[src/rtl/multicycle_ctrl_pkg.sv]
// Shared encodings for the RV32I multicycle controller: FSM states, opcodes,
// ALU operation codes, datapath mux selects and the decoded instruction class.
package multicycle_ctrl_pkg;

  typedef enum logic [2:0] {
    FETCH  = 3'd0,
    DECODE = 3'd1,
    EXEC   = 3'd2,
    MEM    = 3'd3,
    WB     = 3'd4,
    TRAP   = 3'd5
  } state_t;

  localparam logic [6:0] OPC_LOAD   = 7'b0000011;
  localparam logic [6:0] OPC_STORE  = 7'b0100011;
  localparam logic [6:0] OPC_OPIMM  = 7'b0010011;
  localparam logic [6:0] OPC_OP     = 7'b0110011;
  localparam logic [6:0] OPC_LUI    = 7'b0110111;
  localparam logic [6:0] OPC_AUIPC  = 7'b0010111;
  localparam logic [6:0] OPC_BRANCH = 7'b1100011;
  localparam logic [6:0] OPC_JAL    = 7'b1101111;
  localparam logic [6:0] OPC_JALR   = 7'b1100111;

  localparam logic [3:0] ALU_ADD  = 4'b0000;
  localparam logic [3:0] ALU_SLL  = 4'b0001;
  localparam logic [3:0] ALU_SLT  = 4'b0010;
  localparam logic [3:0] ALU_SLTU = 4'b0011;
  localparam logic [3:0] ALU_XOR  = 4'b0100;
  localparam logic [3:0] ALU_SRL  = 4'b0101;
  localparam logic [3:0] ALU_OR   = 4'b0110;
  localparam logic [3:0] ALU_AND  = 4'b0111;
  localparam logic [3:0] ALU_SUB  = 4'b1000;
  localparam logic [3:0] ALU_SRA  = 4'b1101;

  localparam logic [1:0] PC_PLUS4 = 2'd0;
  localparam logic [1:0] PC_IMM   = 2'd1;
  localparam logic [1:0] PC_ALU   = 2'd2;

  localparam logic [1:0] ALU_A_RS1  = 2'd0;
  localparam logic [1:0] ALU_A_PC   = 2'd1;
  localparam logic [1:0] ALU_A_ZERO = 2'd2;

  localparam logic ALU_B_RS2 = 1'b0;
  localparam logic ALU_B_IMM = 1'b1;

  localparam logic ADDR_PC  = 1'b0;
  localparam logic ADDR_ALU = 1'b1;

  localparam logic [1:0] WB_ALU = 2'd0;
  localparam logic [1:0] WB_MEM = 2'd1;
  localparam logic [1:0] WB_PC4 = 2'd2;

  localparam logic [2:0] FUNCT3_SHIFT_RIGHT = 3'b101;

  typedef struct packed {
    logic load;
    logic store;
    logic opimm;
    logic op;
    logic lui;
    logic auipc;
    logic branch;
    logic jal;
    logic jalr;
  } iclass_t;

  // Immediate shifts carry SRL/SRA in bit 30; every other OP-IMM has bit 30 as immediate data.
  function automatic logic [3:0] opimm_alu_op(input logic [2:0] funct3, input logic bit30);
    return (funct3 == FUNCT3_SHIFT_RIGHT) ? {bit30, funct3} : {1'b0, funct3};
  endfunction

endpackage

[src/rtl/multicycle_ctrl_if.sv]
// Control bundle between the multicycle controller (master) and the datapath (slave).
interface multicycle_ctrl_if;

  logic [31:0] i_instr;
  logic        i_br_taken;
  logic        i_mem_ready;

  logic [2:0]  o_state;
  logic        o_ir_we;
  logic        o_pc_we;
  logic [1:0]  o_pc_sel;
  logic        o_mem_req;
  logic        o_mem_we;
  logic        o_addr_sel;
  logic [1:0]  o_alu_a_sel;
  logic        o_alu_b_sel;
  logic [3:0]  o_alu_op;
  logic        o_rf_we;
  logic [1:0]  o_wb_sel;
  logic        o_illegal;
  logic [31:0] o_retired;

  modport master (
    input  i_instr, i_br_taken, i_mem_ready,
    output o_state, o_ir_we, o_pc_we, o_pc_sel, o_mem_req, o_mem_we, o_addr_sel,
           o_alu_a_sel, o_alu_b_sel, o_alu_op, o_rf_we, o_wb_sel, o_illegal, o_retired
  );

  modport slave (
    output i_instr, i_br_taken, i_mem_ready,
    input  o_state, o_ir_we, o_pc_we, o_pc_sel, o_mem_req, o_mem_we, o_addr_sel,
           o_alu_a_sel, o_alu_b_sel, o_alu_op, o_rf_we, o_wb_sel, o_illegal, o_retired
  );

endinterface

[src/rtl/multicycle_ctrl_instr_class_decode.sv]
// Combinational opcode classifier: one-hot instruction class plus illegal flag.
// FENCE, SYSTEM and every unlisted opcode are reported as illegal.
module instr_class_decode
  import multicycle_ctrl_pkg::*;
(
  input  logic [6:0] opcode,
  output iclass_t    cls,
  output logic       illegal
);

  always_comb begin
    cls     = '0;
    illegal = 1'b0;
    case (opcode)
      OPC_LOAD:   cls.load   = 1'b1;
      OPC_STORE:  cls.store  = 1'b1;
      OPC_OPIMM:  cls.opimm  = 1'b1;
      OPC_OP:     cls.op     = 1'b1;
      OPC_LUI:    cls.lui    = 1'b1;
      OPC_AUIPC:  cls.auipc  = 1'b1;
      OPC_BRANCH: cls.branch = 1'b1;
      OPC_JAL:    cls.jal    = 1'b1;
      OPC_JALR:   cls.jalr   = 1'b1;
      default:    illegal    = 1'b1;
    endcase
  end

endmodule

[src/rtl/multicycle_ctrl.sv]
// RV32I multicycle control FSM: 3-5 cycles per instruction plus one per memory wait cycle;
// memory requests are held stable until i_mem_ready, and TRAP is sticky until reset.
module multicycle_ctrl
  import multicycle_ctrl_pkg::*;
#(
  parameter state_t RESET_STATE = FETCH
) (
  input  logic               i_clk,
  input  logic               i_rst,
  multicycle_ctrl_if.master  bus
);

  state_t      state;
  state_t      state_nxt;
  logic        illegal_q;
  logic [31:0] retired_q;

  iclass_t     cls;
  logic        cls_illegal;
  logic [2:0]  funct3;

  logic [1:0]  alu_a_cls;
  logic        alu_b_cls;
  logic [3:0]  alu_op_cls;

  logic        ir_we;
  logic        pc_we;
  logic [1:0]  pc_sel;
  logic        mem_req;
  logic        mem_we;
  logic        addr_sel;
  logic [1:0]  alu_a_sel;
  logic        alu_b_sel;
  logic [3:0]  alu_op;
  logic        rf_we;
  logic [1:0]  wb_sel;

  logic        unused_instr_bits;

  assign funct3            = bus.i_instr[14:12];
  assign unused_instr_bits = ^{bus.i_instr[31], bus.i_instr[29:15], bus.i_instr[11:7]};

  instr_class_decode u_class (
    .opcode  (bus.i_instr[6:0]),
    .cls     (cls),
    .illegal (cls_illegal)
  );

  // ALU setup depends only on the class, so EXEC, MEM and WB can all present the same operands.
  always_comb begin
    alu_a_cls  = ALU_A_RS1;
    alu_b_cls  = ALU_B_RS2;
    alu_op_cls = ALU_ADD;
    if (cls.op) begin
      alu_op_cls = {bus.i_instr[30], funct3};
    end else if (cls.opimm) begin
      alu_b_cls  = ALU_B_IMM;
      alu_op_cls = opimm_alu_op(funct3, bus.i_instr[30]);
    end else if (cls.lui) begin
      alu_a_cls = ALU_A_ZERO;
      alu_b_cls = ALU_B_IMM;
    end else if (cls.auipc) begin
      alu_a_cls = ALU_A_PC;
      alu_b_cls = ALU_B_IMM;
    end else if (cls.load || cls.store || cls.jalr) begin
      alu_b_cls = ALU_B_IMM;
    end
  end

  always_comb begin
    state_nxt = state;
    ir_we     = 1'b0;
    pc_we     = 1'b0;
    pc_sel    = PC_PLUS4;
    mem_req   = 1'b0;
    mem_we    = 1'b0;
    addr_sel  = ADDR_PC;
    alu_a_sel = ALU_A_RS1;
    alu_b_sel = ALU_B_RS2;
    alu_op    = ALU_ADD;
    rf_we     = 1'b0;
    wb_sel    = WB_ALU;

    case (state)
      FETCH: begin
        mem_req  = 1'b1;
        addr_sel = ADDR_PC;
        if (bus.i_mem_ready) begin
          ir_we     = 1'b1;
          state_nxt = DECODE;
        end
      end

      DECODE: begin
        state_nxt = cls_illegal ? TRAP : EXEC;
      end

      EXEC: begin
        if (cls.branch) begin
          pc_we     = 1'b1;
          pc_sel    = bus.i_br_taken ? PC_IMM : PC_PLUS4;
          state_nxt = FETCH;
        end else if (cls.jal) begin
          rf_we     = 1'b1;
          wb_sel    = WB_PC4;
          pc_we     = 1'b1;
          pc_sel    = PC_IMM;
          state_nxt = FETCH;
        end else if (cls.jalr) begin
          alu_a_sel = alu_a_cls;
          alu_b_sel = alu_b_cls;
          alu_op    = alu_op_cls;
          rf_we     = 1'b1;
          wb_sel    = WB_PC4;
          pc_we     = 1'b1;
          pc_sel    = PC_ALU;
          state_nxt = FETCH;
        end else if (cls.load || cls.store) begin
          alu_a_sel = alu_a_cls;
          alu_b_sel = alu_b_cls;
          alu_op    = alu_op_cls;
          state_nxt = MEM;
        end else if (cls_illegal) begin
          state_nxt = TRAP;
        end else begin
          alu_a_sel = alu_a_cls;
          alu_b_sel = alu_b_cls;
          alu_op    = alu_op_cls;
          state_nxt = WB;
        end
      end

      MEM: begin
        mem_req   = 1'b1;
        addr_sel  = ADDR_ALU;
        mem_we    = cls.store;
        alu_a_sel = alu_a_cls;
        alu_b_sel = alu_b_cls;
        alu_op    = alu_op_cls;
        if (bus.i_mem_ready) begin
          if (cls.store) begin
            pc_we     = 1'b1;
            pc_sel    = PC_PLUS4;
            state_nxt = FETCH;
          end else begin
            state_nxt = WB;
          end
        end
      end

      WB: begin
        rf_we     = 1'b1;
        wb_sel    = cls.load ? WB_MEM : WB_ALU;
        alu_a_sel = alu_a_cls;
        alu_b_sel = alu_b_cls;
        alu_op    = alu_op_cls;
        pc_we     = 1'b1;
        pc_sel    = PC_PLUS4;
        state_nxt = FETCH;
      end

      TRAP: begin
        state_nxt = TRAP;
      end

      default: begin
        state_nxt = RESET_STATE;
      end
    endcase
  end

  // pc_we marks the single commit cycle of every instruction, so it also drives the retire count.
  always_ff @(posedge i_clk) begin
    if (i_rst) begin
      state     <= RESET_STATE;
      illegal_q <= 1'b0;
      retired_q <= '0;
    end else begin
      state <= state_nxt;
      if (state_nxt == TRAP) begin
        illegal_q <= 1'b1;
      end
      if (pc_we) begin
        retired_q <= retired_q + 32'd1;
      end
    end
  end

  assign bus.o_state     = state;
  assign bus.o_ir_we     = ir_we;
  assign bus.o_pc_we     = pc_we;
  assign bus.o_pc_sel    = pc_sel;
  assign bus.o_mem_req   = mem_req;
  assign bus.o_mem_we    = mem_we;
  assign bus.o_addr_sel  = addr_sel;
  assign bus.o_alu_a_sel = alu_a_sel;
  assign bus.o_alu_b_sel = alu_b_sel;
  assign bus.o_alu_op    = alu_op;
  assign bus.o_rf_we     = rf_we;
  assign bus.o_wb_sel    = wb_sel;
  assign bus.o_illegal   = illegal_q;
  assign bus.o_retired   = retired_q;

endmodule

[src/flat_wrapper.sv]
// flat-port wrapper written by rule: the top's interface ports become plain ports
module multicycle_ctrl_flat import multicycle_ctrl_pkg::*;
#(
  parameter state_t RESET_STATE = FETCH
)
  (i_clk, i_rst, bus_i_instr, bus_i_br_taken, bus_i_mem_ready, bus_o_state, bus_o_ir_we, bus_o_pc_we, bus_o_pc_sel, bus_o_mem_req, bus_o_mem_we, bus_o_addr_sel, bus_o_alu_a_sel, bus_o_alu_b_sel, bus_o_alu_op, bus_o_rf_we, bus_o_wb_sel, bus_o_illegal, bus_o_retired);
  multicycle_ctrl_if bus_i ();
  input  logic i_clk;
  input  logic i_rst;
  input wire logic [$bits(bus_i.i_instr)-1:0] bus_i_instr;
  input wire logic [$bits(bus_i.i_br_taken)-1:0] bus_i_br_taken;
  input wire logic [$bits(bus_i.i_mem_ready)-1:0] bus_i_mem_ready;
  output wire logic [$bits(bus_i.o_state)-1:0] bus_o_state;
  output wire logic [$bits(bus_i.o_ir_we)-1:0] bus_o_ir_we;
  output wire logic [$bits(bus_i.o_pc_we)-1:0] bus_o_pc_we;
  output wire logic [$bits(bus_i.o_pc_sel)-1:0] bus_o_pc_sel;
  output wire logic [$bits(bus_i.o_mem_req)-1:0] bus_o_mem_req;
  output wire logic [$bits(bus_i.o_mem_we)-1:0] bus_o_mem_we;
  output wire logic [$bits(bus_i.o_addr_sel)-1:0] bus_o_addr_sel;
  output wire logic [$bits(bus_i.o_alu_a_sel)-1:0] bus_o_alu_a_sel;
  output wire logic [$bits(bus_i.o_alu_b_sel)-1:0] bus_o_alu_b_sel;
  output wire logic [$bits(bus_i.o_alu_op)-1:0] bus_o_alu_op;
  output wire logic [$bits(bus_i.o_rf_we)-1:0] bus_o_rf_we;
  output wire logic [$bits(bus_i.o_wb_sel)-1:0] bus_o_wb_sel;
  output wire logic [$bits(bus_i.o_illegal)-1:0] bus_o_illegal;
  output wire logic [$bits(bus_i.o_retired)-1:0] bus_o_retired;
  assign bus_i.i_instr = bus_i_instr;
  assign bus_i.i_br_taken = bus_i_br_taken;
  assign bus_i.i_mem_ready = bus_i_mem_ready;
  assign bus_o_state = bus_i.o_state;
  assign bus_o_ir_we = bus_i.o_ir_we;
  assign bus_o_pc_we = bus_i.o_pc_we;
  assign bus_o_pc_sel = bus_i.o_pc_sel;
  assign bus_o_mem_req = bus_i.o_mem_req;
  assign bus_o_mem_we = bus_i.o_mem_we;
  assign bus_o_addr_sel = bus_i.o_addr_sel;
  assign bus_o_alu_a_sel = bus_i.o_alu_a_sel;
  assign bus_o_alu_b_sel = bus_i.o_alu_b_sel;
  assign bus_o_alu_op = bus_i.o_alu_op;
  assign bus_o_rf_we = bus_i.o_rf_we;
  assign bus_o_wb_sel = bus_i.o_wb_sel;
  assign bus_o_illegal = bus_i.o_illegal;
  assign bus_o_retired = bus_i.o_retired;
  multicycle_ctrl #(.RESET_STATE(RESET_STATE)) u_core (.i_clk(i_clk), .i_rst(i_rst), .bus(bus_i));
endmodule
[config.mk]
export PLATFORM = sky130hd
export DESIGN_NAME = multicycle_ctrl_flat
export DESIGN_NICKNAME = d
export VERILOG_FILES = /design/src/rtl/multicycle_ctrl_pkg.sv /design/src/rtl/multicycle_ctrl_if.sv /design/src/rtl/multicycle_ctrl_instr_class_decode.sv /design/src/rtl/multicycle_ctrl.sv /design/src/flat_wrapper.sv
export SDC_FILE = /design/constraint.sdc
export NUM_CORES = 1
export LEC_CHECK = 0
export CORE_MARGIN = 2
export CORE_UTILIZATION = 39
export DETAILED_ROUTE_END_ITERATION = 8
export PLACE_DENSITY = 0.74
export SLEW_MARGIN = 15
export SYNTH_ARGS = -nofsm -noshare
export SYNTH_HDL_FRONTEND = slang
export SYNTH_HIERARCHICAL = 1
export SYNTH_SLANG_ARGS = --single-unit
[constraint.sdc]
create_clock -name i_clk -period 4.3 [get_ports i_clk]
set_input_delay 1.29 -clock i_clk [delete_from_list [all_inputs] [get_ports i_clk]]
set_output_delay 1.29 -clock i_clk [all_outputs]
set_load 0.005 [all_outputs]
# == Yosys cells after proc, flatten, opt, wreduce, memory -nomap -nowiden ==
# Cells that the tools add are included.
# totals
register_bits,36
inputBits,36
elab_cells,97
# classes
add_sub_neg,1
eq_ne,16
n_mux,71
reduce_logical,6
# op_table
cell,count
two-way mux 1 bit,34
adder 32 x 1 -> 32 bit (second input constant),1
two-way mux 4 bit,8
two-way mux 2 bit,14
two-way mux 3 bit,8
equality test 7 x 6 -> 1 bit (second input constant),3
equality test 7 bit (second input constant),3
one-hot mux 3 bit (5 select lines),1
equality test 7 x 5 -> 1 bit (second input constant),2
equality test 3 bit (second input constant),4
OR reduction 9 bit,1
one-hot mux 2 bit (2 select lines),2
one-hot mux 4 bit (2 select lines),1
equality test 7 x 2 -> 1 bit (second input constant),1
equality test 3 x 2 -> 1 bit (second input constant),2
one-hot mux 1 bit (2 select lines),2
OR reduction 2 bit,2
equality test 3 x 1 -> 1 bit (second input constant),1
zero test 3 bit,1
one-hot mux 1 bit (3 select lines),1
logical OR 1 bit,2

# == Logic depth before layout (Yosys ltp) ==
# Gate-level depths: netlist of the first run.
# logic_depth
ltp_word,15
depth_mapped,9

# == Hierarchy ==
# Netlist of the first run, hierarchy kept.
# by_module_without_submodules
mod,n_inst,cells_each,area_per_inst_um2,seq_area_each_um2
multicycle_ctrl,1,241,1993.2,720.7
instr_class_decode,1,22,128.9,0.0

# == Least setup slack after synthesis of the first run ==
# No wires, ideal clock.
# synth_path
path_type,input to output
startpoint,in bus_i_instr[2]
endpoint,out bus_o_pc_we
arrival_ns,3.106
setup_slack_ns,-0.096
stages,8
n_path_buf,2
cell_sequence,clkbuf_1 > inv_2 > nor4_1 > nor2_1 > a311oi_4 > clkbuf_1 > nor2_1 > inv_1
# synth_rtl
item,line_no,source
start: declaration,flat_wrapper.sv:10,input wire logic [$bits(bus_i.i_instr)-1:0] bus_i_instr;
end: declaration,flat_wrapper.sv:15,output wire logic [$bits(bus_i.o_pc_we)-1:0] bus_o_pc_we;

# == Worst setup path in the final report of the first run ==
# layout_path
startpoint,in bus_i_instr[1]
endpoint,out bus_o_alu_b_sel
# layout_via
elab_chain_len,15
elab_cells_between_ends,32
classes_between,eq/ne: 9; mux: 20; reduce/logical: 3
# layout_rtl
item,line_no,source
equality test 7 x 2 -> 1 bit / equality test 7 x 6 -> 1 bit (equally long branches),multicycle_ctrl_instr_class_decode.sv:14,case (opcode)
two-way mux 1 bit,multicycle_ctrl_instr_class_decode.sv:14,
logical OR 1 bit,"multicycle_ctrl.sv:65, multicycle_ctrl.sv:118",
logical OR 1 bit,multicycle_ctrl.sv:65,end else if (cls.load || cls.store || cls.jalr) begin
two-way mux 1 bit,multicycle_ctrl.sv:65,
two-way mux 1 bit,multicycle_ctrl.sv:62,end else if (cls.auipc) begin
two-way mux 1 bit,multicycle_ctrl.sv:59,end else if (cls.lui) begin
two-way mux 1 bit,multicycle_ctrl.sv:56,end else if (cls.opimm) begin
two-way mux 1 bit,multicycle_ctrl.sv:54,if (cls.op) begin
two-way mux 1 bit,multicycle_ctrl.sv:123,end else if (cls_illegal) begin
two-way mux 1 bit,multicycle_ctrl.sv:118,end else if (cls.load || cls.store) begin
two-way mux 1 bit,multicycle_ctrl.sv:109,end else if (cls.jalr) begin
two-way mux 1 bit,multicycle_ctrl.sv:103,end else if (cls.jal) begin
two-way mux 1 bit,multicycle_ctrl.sv:99,if (cls.branch) begin
one-hot mux 1 bit (2 select lines) (*),multicycle_ctrl.sv:84,case (state)
end: declaration,flat_wrapper.sv:21,output wire logic [$bits(bus_i.o_alu_b_sel)-1:0] bus_o_alu_b_sel;
# Mark *: on every way between the ends. The rest lies on a longest branch, timed or not.

==> flow_summary.toml, run 1 <==
[layout]
diodes = 0
final_nets = 393
postLayoutCoreUtil_pct = 63.0
multi_input_area_mm2 = 0.00147
nFillCells = 448
area_delta_synth_final_pct = 53.5
seq_area_um2 = 721
final_cells = 426
drive_gt1_share_pct = 22.5

[placed_design]
hpwl_mm = 4.08
post-place-cells = 412
port_buffers = 67
gp_congestion = 0.901

[synthesis]
ys_async_sr_fraction_pct = 0
syn-cell-area_mm2 = 0.00212
syn_nets = 300
synth.largest_area_cell = "dfxtp_1"
ys_seq_elements = 36
synth_cell_type_count = 51
syn_area_per_cell_um2 = 8.07
synth.area.top_cells = "dfxtp_1, nor2_1, xor2_1, a21oi_1, or4_1"
syn_inst = 263
yosysWarningCount = 6
synth_edf_count = 0
synth-seq-area-share_pct = 34.0
yosys.area.top_type_share_pct = 34.0
synth_ff_type = "dfxtp_1"

[critical_path]
crit_start = "bus_i_instr[1]"
worstSetupPathType = "input port to output port"
crit_path_max_incr_delay_ps = 540
r2r_slack_ps = 1820
cp-end-kind = "output port"
crit_required_ps = 3010
path_common_cell = "buf_4"
critPathSlowestCell = "a2111oi_1"
r2r-start = "u_core/bus.o_state[1]"
r2r_cells = 6
cp_cell_sequence = "buf_4 > nand2_4 > buf_4 > a2111oi_1 > a41oi_2 > nand2_1 > a221oi_4 > a211oi_1 > clkdlybuf4s15_2"
reg2reg_to = "u_core/bus.o_retired[14]"
start_kind = "input port"
worstPathArrival_ps = 2960
crit_fanout = 5

[pwr]
netSwitchingFraction_pct = 25.4
power.leakage_uw = 0.00121
clkPwrFrac_pct = 33.2
p_seq_share_pct = 52.1
power.switching_uw = 169
irDropWorstVdd_uv = 142
internal_power_uw = 497
power.density_mw_per_mm2 = 204
combPwrFrac_pct = 14.7

[die]
die_x_um = 77.8
row_count = 26
core_mm2 = 0.00517
die_area_mm2 = 0.00605
start_util_pct = 41.0
die_h_um = 77.8
top_level_ports = 89

[global_routing]
grt_max_degree = 21
grt_use_total_pct = 20.1
antenna_found_initial = 0
grt_pass1_vias = 2159
grt_pass1_wl_mm = 9.97
overflow = 0

[run_status]
outcome = "complete, no violations"

[drt]
drt_first_pass_iters = 4
vias = 2318
ant_nets = 0
wl_per_cell_um = 14.4
drt_iter0_markers = 119
drc = 0
routed_via_density = 5.44
wirelength_mm = 6.15

[run]
maxCapViolations = 0

[sta]
setup_violations = 0
worst_pin_slew_ps = 714
maxSlewHeadroom_pct = 52.2
fmax_mhz = 235
hold_viol_final = 0
tns_ps = 0
finalCriticalPeriod_ps = 4250
hold_slack_ps = 465
fin_crit_sh_pct = 98.8
fin_skew_ps = 5.93
slew_violations = 0

[cts]
cts.clk_slew.worst_paths_ps = 60
htreeDepth = 2
clockBufferDepth = 2
hold_buffers = 0
tritoncts = "built"
cts_buffers = 5
cts-root-buf = "clkbuf_8"
clk_latency_ps = 290
cts.sinks = 36

[worst_hold_path]
holdPathStages = 2
hp-class = "register to register"
min_from = "u_core/bus.o_illegal"
whs_endpoint = "u_core/bus.o_illegal"
-- cell usage after synthesis (all sizes together) (6+ instances only) --
cell and instances:
dfxtp 36, nor2 36, a21oi 19, nand2 18
xor2 15, or4 13, o21ai 12, o31ai 11
inv 9, nor3 9, nand4 7, or3 7
and2 6, buf 6, clkbuf 6
-- logic make-up (layout without fill, tap and decap cells) --
group | after synthesis | in the layout | synth area share (%)
simple gates | 124 | 124 | 33.4
buf+inv | 21 | 114 | 3.95
fa+ha+maj | 1 | 1 | 0.590
flops | 36 | 36 | 34.0
compound gates | 63 | 63 | 20.5
xor+xnor | 16 | 16 | 6.60
mux | 2 | 2 | 0.943
-- registers in the layout (all words and copies together), names as in the netlist --
name	count
u_core/bus.o_state	3
u_core/bus.o_retired	32
u_core/bus.o_illegal	1
-- cells in the final DEF (no fill, tap or decap), types with 2 or more instances in the layout --
cell type and n:
o21ai_2 2, xor2_1 15, o21ai_0 9, nor3_2 2, and3_1 5, nand3_1 3
and3b_1 2, nor3_4 3, o211ai_1 4, buf_4 30, nor4_4 4, nor2b_1 2
buf_6 4, mux2i_1 2, nand4_1 5, clkbuf_2 2, or4_1 12, a21o_1 2
inv_1 7, a21oi_1 19, buf_2 8, dlygate4sd2_1 2, nand2b_1 3, nor2_1 31
nand2_1 17, nor3_1 4, and2_1 6, or3_1 7, nor2_2 4, o2111ai_1 5
o31ai_1 11, dfxtp_1 36, clkbuf_8 5, clkdlybuf4s50_1 50
-- worst max-delay path by stage --
stage,to,cells after the start
after floorplan,bus_o_pc_we,8
after global placement,bus_o_alu_op[2],8
after detailed placement,bus_o_alu_op[0],8
after CTS,bus_o_alu_op[0],10
after global routing,bus_o_alu_b_sel,9
final,bus_o_alu_b_sel,9
-- worst max-delay path: cells and delay by family --
family                 cells  cell delay, ps
AO/OA/AOI/OAI              4             960
buffers and inverters      3             490
AND/OR/NAND/NOR            2             220
-- layer usage --
metal | vias up | part of all wire (%) | global-route usage (%)
met2 | 64 | 51 | 36.0
met5 | - | 0 | 0
li1 | 1159 | - | -
met3 | 6 | 4.1 | 3.49
met1 | 1089 | 44 | 24.3
met4 | 0 | 1.2 | 6.43
-- per-stage QoR --
step | area [um^2] | setup slack (ps) | power (uW)
6_report | 3260 | 52.4 | 666
5_1_grt | 3260 | -6.02 | 695
4_1_cts | 3250 | -7.53 | 670
3_5_place_dp | 3020 | -843 | 439
3_3_place_gp | 3020 | -807 | 437
2_1_floorplan | 2130 | 63.9 | 389
-- layout make-up --
cell class	instances	area share [%]
inverters	9	1.11
multi-input cells	206	45.2
clock inverters	1	0.154
well taps	70	2.69
flip-flops and latches	36	22.1
repair buffers	98	26.5
clock buffers	6	2.23
-- power by group through the flow --
stage	Sequential (uW)	Combinational, uW	Clock (uW)
after CTS	347	95.0	228
final	347	97.9	221
after detailed placement	354	84.2	0
after global routing	348	105	243
after global placement	354	83.0	0
after floorplan	348	40.8	0
-- what timing repair did --
item,CTS,global route
setup endpoints to repair,14,12
setup buffers,7,1
resized for setup,83,13
pin swaps,23,9
(Power assumes the default switching activity.)
==> run 2: changes to the inputs <==
--- a/config.mk
+++ b/config.mk
@@ -6,9 +6,9 @@
 export NUM_CORES = 1
 export LEC_CHECK = 0
 export CORE_MARGIN = 2
-export CORE_UTILIZATION = 39
+export CORE_UTILIZATION = 35
 export DETAILED_ROUTE_END_ITERATION = 8
-export PLACE_DENSITY = 0.74
+export PLACE_DENSITY = 0.67
 export SLEW_MARGIN = 15
 export SYNTH_ARGS = -nofsm -noshare
 export SYNTH_HDL_FRONTEND = slang
==> run 2 against run 1 <==
Register-to-register slack worse by 60 ps. Maximum frequency up 0.65%. Final cell count increased by 2.8%. Clock skew about the same. Hold slack improved by 5.7 ps. Global-route usage fell by 1.4 points.
==> flow_summary.toml, run 2 (synthesized netlist as in run 1, its figures left out) <==
[sta]
fin_crit_sh_pct = 98.1
fin_skew_ps = 6.31
worst_pin_slew_ps = 644
slew_violations = 0
setup_slack_ps = 80.0
maxSlewHeadroom_pct = 57.1
rsz0062_at_grt = "yes"
hold_slack_ps = 471
finalCriticalPeriod_ps = 4220
setup_violations = 0
tns_ps = 0
hold_viol_final = 0
fmax_mhz = 237

[critical_path]
r2r-start = "u_core/bus.o_state[1]"
cp_cell_sequence = "buf_6 > nand2_4 > or3_4 > nor4_4 > nor3_2 > nand2_1 > a221oi_4 > buf_4 > nor4bb_2 > buf_2"
crit_path_end = "bus_o_alu_a_sel[0]"
crit_required_ps = 3010
cp_top_family = "simple AND/OR/NAND/NOR gates"
path_buf_inv = 3
worstSetupPathDepth = 10
r2r_slack_ps = 1760
critPathSlowestCell = "or3_4"
reg2reg_to = "u_core/bus.o_retired[14]"
cp-end-kind = "output port"
crit_path_max_incr_delay_ps = 420
worstSetupPathType = "input port to output port"
crit_start = "bus_i_instr[1]"
crit_fanout = 4
r2r_cells = 6
worstPathArrival_ps = 2930
start_kind = "input port"

[drt]
drc = 0
drt_iter0_markers = 88
ant_nets = 0
vias = 2426
wl_per_cell_um = 14.5
drt_first_pass_iters = 4
wirelength_mm = 6.34
routed_via_density = 5.54

[placed_design]
gp_congestion = 0.861
port_buffers = 67
pre_cts_slack_ps = -839
hpwl_mm = 4.29

[pwr]
power.density_mw_per_mm2 = 228
irDropWorstVdd_uv = 158
power.leakage_uw = 0.00129

[run]
maxCapViolations = 0

[cts]
clk_latency_ps = 290
hold_buffers = 0
clockBufferDepth = 2
cts.sinks = 36
htreeDepth = 2
tritoncts = "built"
cts.clk_slew.worst_paths_ps = 70
cts_buffers = 5
cts-root-buf = "clkbuf_8"

[layout]
layout_common_cells = "clkdlybuf4s50_1, dfxtp_1, buf_4"
drive_gt1_share_pct = 25.6
largest_reg_flops = 32
area_delta_synth_final_pct = 59.7
layout_commonest_cell = "clkdlybuf4s50_1"
diodes = 0
seq_area_um2 = 721
postLayoutCoreUtil_pct = 57.6
multi_input_area_mm2 = 0.00150
final_nets = 399
nFillCells = 545

[die]
top_level_ports = 89
start_util_pct = 36.1
core_mm2 = 0.00589
die_x_um = 81.9
die_area_mm2 = 0.00670
die_h_um = 81.9
row_count = 28

[global_routing]
antenna_found_initial = 0
grt_use_total_pct = 18.8
grt_pass1_wl_mm = 9.98
overflow = 0
grt_max_degree = 20
grt_pass1_vias = 2200

[worst_hold_path]
hp-class = "register to register"

[run_status]
outcome = "complete, no violations"
[run 2: cell count changes in the layout (fill, tap and decap cells not counted), sizes merged]
cell and change:
dlygate4sd2 +2, clkdlybuf4s15 -1, bufinv +1, buf +5, clkbuf +2, clkinv -1, clkdlybuf4s50 -1
[run 2: stage by stage]
step                      std cells  total power (uW)  area (um^2)
after global placement          420               439         3050
after global routing            438               806         3390
after detailed placement        420               440         3050
after floorplan                 263               389         2130
after CTS                       437               778         3370
final                           438               774         3390
[run 2: worst min path at each step]
stage	slack, ps	to	cells past startpoint	start
floorplan	450	u_core/bus.o_illegal	2	u_core/bus.o_illegal
global placement	450	u_core/bus.o_illegal	2	u_core/bus.o_illegal
detailed placement	460	u_core/bus.o_illegal	2	u_core/bus.o_illegal
CTS	470	u_core/bus.o_illegal	2	u_core/bus.o_illegal
global route	510	u_core/bus.o_retired[31]	2	u_core/bus.o_retired[31]
finish	470	u_core/bus.o_illegal	2	u_core/bus.o_illegal
[run 2: layer usage]
| layer | share of wire, % | GRT usage, % |
|---|---|---|
| met1 | 46 | 23.4 |
| met2 | 49 | 32.4 |
| met3 | 3.9 | 3.74 |
| met4 | 1.1 | 5.83 |
| met5 | 0 | 0 |
[run 2: layout make-up]
type	instances	share of cell area (%)
Tap cell	75	2.77
Inverter	9	1.07
Timing Repair Buffer	104	27.1
Sequential cell	36	21.3
Multi-Input combinational cell	206	44.1
Clock inverter	1	0.886
Clock buffer	7	2.84
[run 2: where the power goes]
group | internal [uW] | switching, uW | total, uW
registers | 337 | 10.1 | 348
logic | 52.9 | 49.4 | 102
clock network | 205 | 120 | 325
total | 595 | 180 | 774
[run 2: repair_timing]
action                                  in CTS  in global routing
pin swaps                                   19                 11
gates resized for setup                     87                 12
setup buffers                                9                  1
endpoints found under the setup margin      14                  8
[run 2: worst register-to-register path: stages, from the launching register on]
cell and delay, ps:
dfxtp_1 660, and3b_1 390, and3_1 250, buf_4 230
o21ai_2 230, or4_1 560, a21oi_1 150
==> run 3: changes to the inputs <==
--- a/config.mk
+++ b/config.mk
@@ -5,10 +5,11 @@
 export SDC_FILE = /design/constraint.sdc
 export NUM_CORES = 1
 export LEC_CHECK = 0
+export CORE_ASPECT_RATIO = 0.6
 export CORE_MARGIN = 2
-export CORE_UTILIZATION = 35
+export CORE_UTILIZATION = 39
 export DETAILED_ROUTE_END_ITERATION = 8
-export PLACE_DENSITY = 0.67
+export PLACE_DENSITY = 0.74
 export SLEW_MARGIN = 15
 export SYNTH_ARGS = -nofsm -noshare
 export SYNTH_HDL_FRONTEND = slang
==> run 3 against run 2 <==
Critical path depth down 2. Register-to-register slack worse by 90 ps. Global-route usage up 3.8 points. Largest power group unchanged. Clock power down 22%. Highest routed layer unchanged. Wire length up 7.9%. Non-clock buffer count down 7. Hold slack worse by 5.1 ps. Design area down 3.9%. Sequential power about the same. Sequential share of layout area up 0.87 points. Maximum frequency up 0.18%.
==> flow_summary.toml, run 3 (synthesized netlist as in run 1, its figures left out) <==
[run_status]
outcome = "complete, no violations"

[sta]
setup_violations = 0
setup_slack_ps = 87.5
slew_violations = 0
finalCriticalPeriod_ps = 4210
hold_viol_final = 0
fin_crit_sh_pct = 98.0
rsz0062_at_grt = "no"
fin_skew_ps = 5.42
tns_ps = 0
maxSlewHeadroom_pct = 54.0
worst_pin_slew_ps = 688
fmax_mhz = 237

[layout]
final_nets = 392
nFillCells = 439
diodes = 0
layout_common_cells = "clkdlybuf4s50_1, dfxtp_1, buf_4, nor2_1, a21oi_1"
area_delta_synth_final_pct = 53.5
layout_commonest_cell = "clkdlybuf4s50_1"
largest_reg_flops = 32
postLayoutCoreUtil_pct = 63.2
drive_gt1_share_pct = 24.4

[worst_hold_path]
min_from = "u_core/bus.o_illegal"
whs_endpoint = "u_core/bus.o_illegal"
hp-class = "register to register"
holdPathStages = 2

[global_routing]
grt_max_degree = 19
overflow = 0
grt_use_total_pct = 22.6
grt_pass1_wl_mm = 10.9
grt_pass1_vias = 2177
antenna_found_initial = 0

[critical_path]
worstSetupPathType = "input port to output port"
r2r-start = "u_core/bus.o_state[2]"
cp_cell_sequence = "buf_2 > buf_4 > or4_4 > nor3b_4 > nor2_2 > buf_4 > and3b_1 > buf_2"
worstPathArrival_ps = 2920
crit_fanout = 4
cp-end-kind = "output port"
crit_start = "bus_i_instr[6]"
start_kind = "input port"
cp_top_family = "simple AND/OR/NAND/NOR gates"
r2r_slack_ps = 1670
critPathSlowestCell = "or4_4"
reg2reg_to = "u_core/bus.o_retired[26]"
worstSetupPathDepth = 8
path_buf_inv = 4
crit_required_ps = 3010
r2r_cells = 7
crit_path_max_incr_delay_ps = 590

[die]
top_level_ports = 89
die_h_um = 61.1
start_util_pct = 41.2
row_count = 20
core_mm2 = 0.00515
die_x_um = 99.2
die_area_mm2 = 0.00607

[drt]
wl_per_cell_um = 16.2
wirelength_mm = 6.83
ant_nets = 0
routed_via_density = 5.70
vias = 2407
drt_iter0_markers = 153
drc = 0
drt_first_pass_iters = 4

[pwr]
irDropWorstVdd_uv = 192
power.density_mw_per_mm2 = 215
combPwrFrac_pct = 14.1
power.switching_uw = 185
internal_power_uw = 514
p_seq_share_pct = 49.8
clkPwrFrac_pct = 36.1
power.leakage_uw = 0.00124
netSwitchingFraction_pct = 26.5

[placed_design]
port_buffers = 67
hpwl_mm = 4.81
pre_cts_slack_ps = -931
gp_congestion = 0.849

[cts]
tritoncts = "built"
cts.clk_slew.worst_paths_ps = 70
cts_buffers = 5
cts.sinks = 36
htreeDepth = 2
clk_latency_ps = 290
clockBufferDepth = 2
cts-root-buf = "clkbuf_8"

[run]
maxCapViolations = 0
-- run 3: changes by cell type in the layout (fill, tap and decap cells not counted), moves of 2 or more --
cell | previous run | this run
buf_4 | 35 | 30
buf_6 | 5 | 0
buf_2 | 6 | 10
clkdlybuf4s50_1 | 49 | 47
clkinv_2 | 0 | 2
-- run 3: worst reg2reg max path: cells and delay by family (launching register included) --
family	cells	cell delay, ps
AND/OR/NAND/NOR	1	560
XOR/XNOR	1	200
flip-flops	1	700
buffers and inverters	2	360
AO/OA/AOI/OAI	3	720
-- run 3: final cells by class --
cell class,instances,area (um^2),share of cell area [%]
Tap cell,66,82.6,2.54
Multi-Input combinational cell,206,1510,46.2
Clock buffer,6,82.6,2.54
Sequential cell,36,721,22.1
Timing Repair Buffer,97,822,25.2
Inverter,9,33.8,1.04
Clock inverter,2,10.0,0.307
-- run 3: layer usage --
metal / global-route usage, % / vias up / wire [um]
met1: 33.7 / 1168 / 3410
met3: 5.45 / 6 / 354
li1: - / 1169 / -
met2: 33.9 / 64 / 3020
met4: 3.72 / 0 / 51
met5: 0 / - / 0
-- run 3: power by group through the flow --
stage	clock, uW	combinational [uW]	sequential [uW]
detailed placement	0	85.8	355
global route	270	106	349
global placement	0	84.3	354
CTS	255	96.9	348
floorplan	0	40.8	348
finish	252	98.5	348
-- run 3: per-stage QoR --
stage | hold WS (ps) | total power (uW) | instances | area, um^2
2_1_floorplan | 451 | 389 | 263 | 2130
3_3_place_gp | 455 | 438 | 410 | 3030
3_5_place_dp | 453 | 441 | 410 | 3030
4_1_cts | 469 | 700 | 421 | 3270
5_1_grt | 477 | 725 | 422 | 3260
6_report | 466 | 699 | 422 | 3260
-- run 3: worst max-delay path by stage --
stage	end	slack [ps]
final	bus_o_alu_a_sel[1]	90
after global routing	bus_o_alu_b_sel	10
after CTS	bus_o_alu_b_sel	-80
after detailed placement	bus_o_alu_op[2]	-930
after global placement	bus_o_alu_op[2]	-910
after floorplan	bus_o_pc_we	60
-- run 3: repair_timing --
action / in CTS / in global routing
hold buffers: 0 / 0
setup endpoints to repair: 14 / 11
resized for setup: 77 / 18
gates cloned: 0 / 0
pin swaps: 18 / 9
setup buffers: 3 / 2
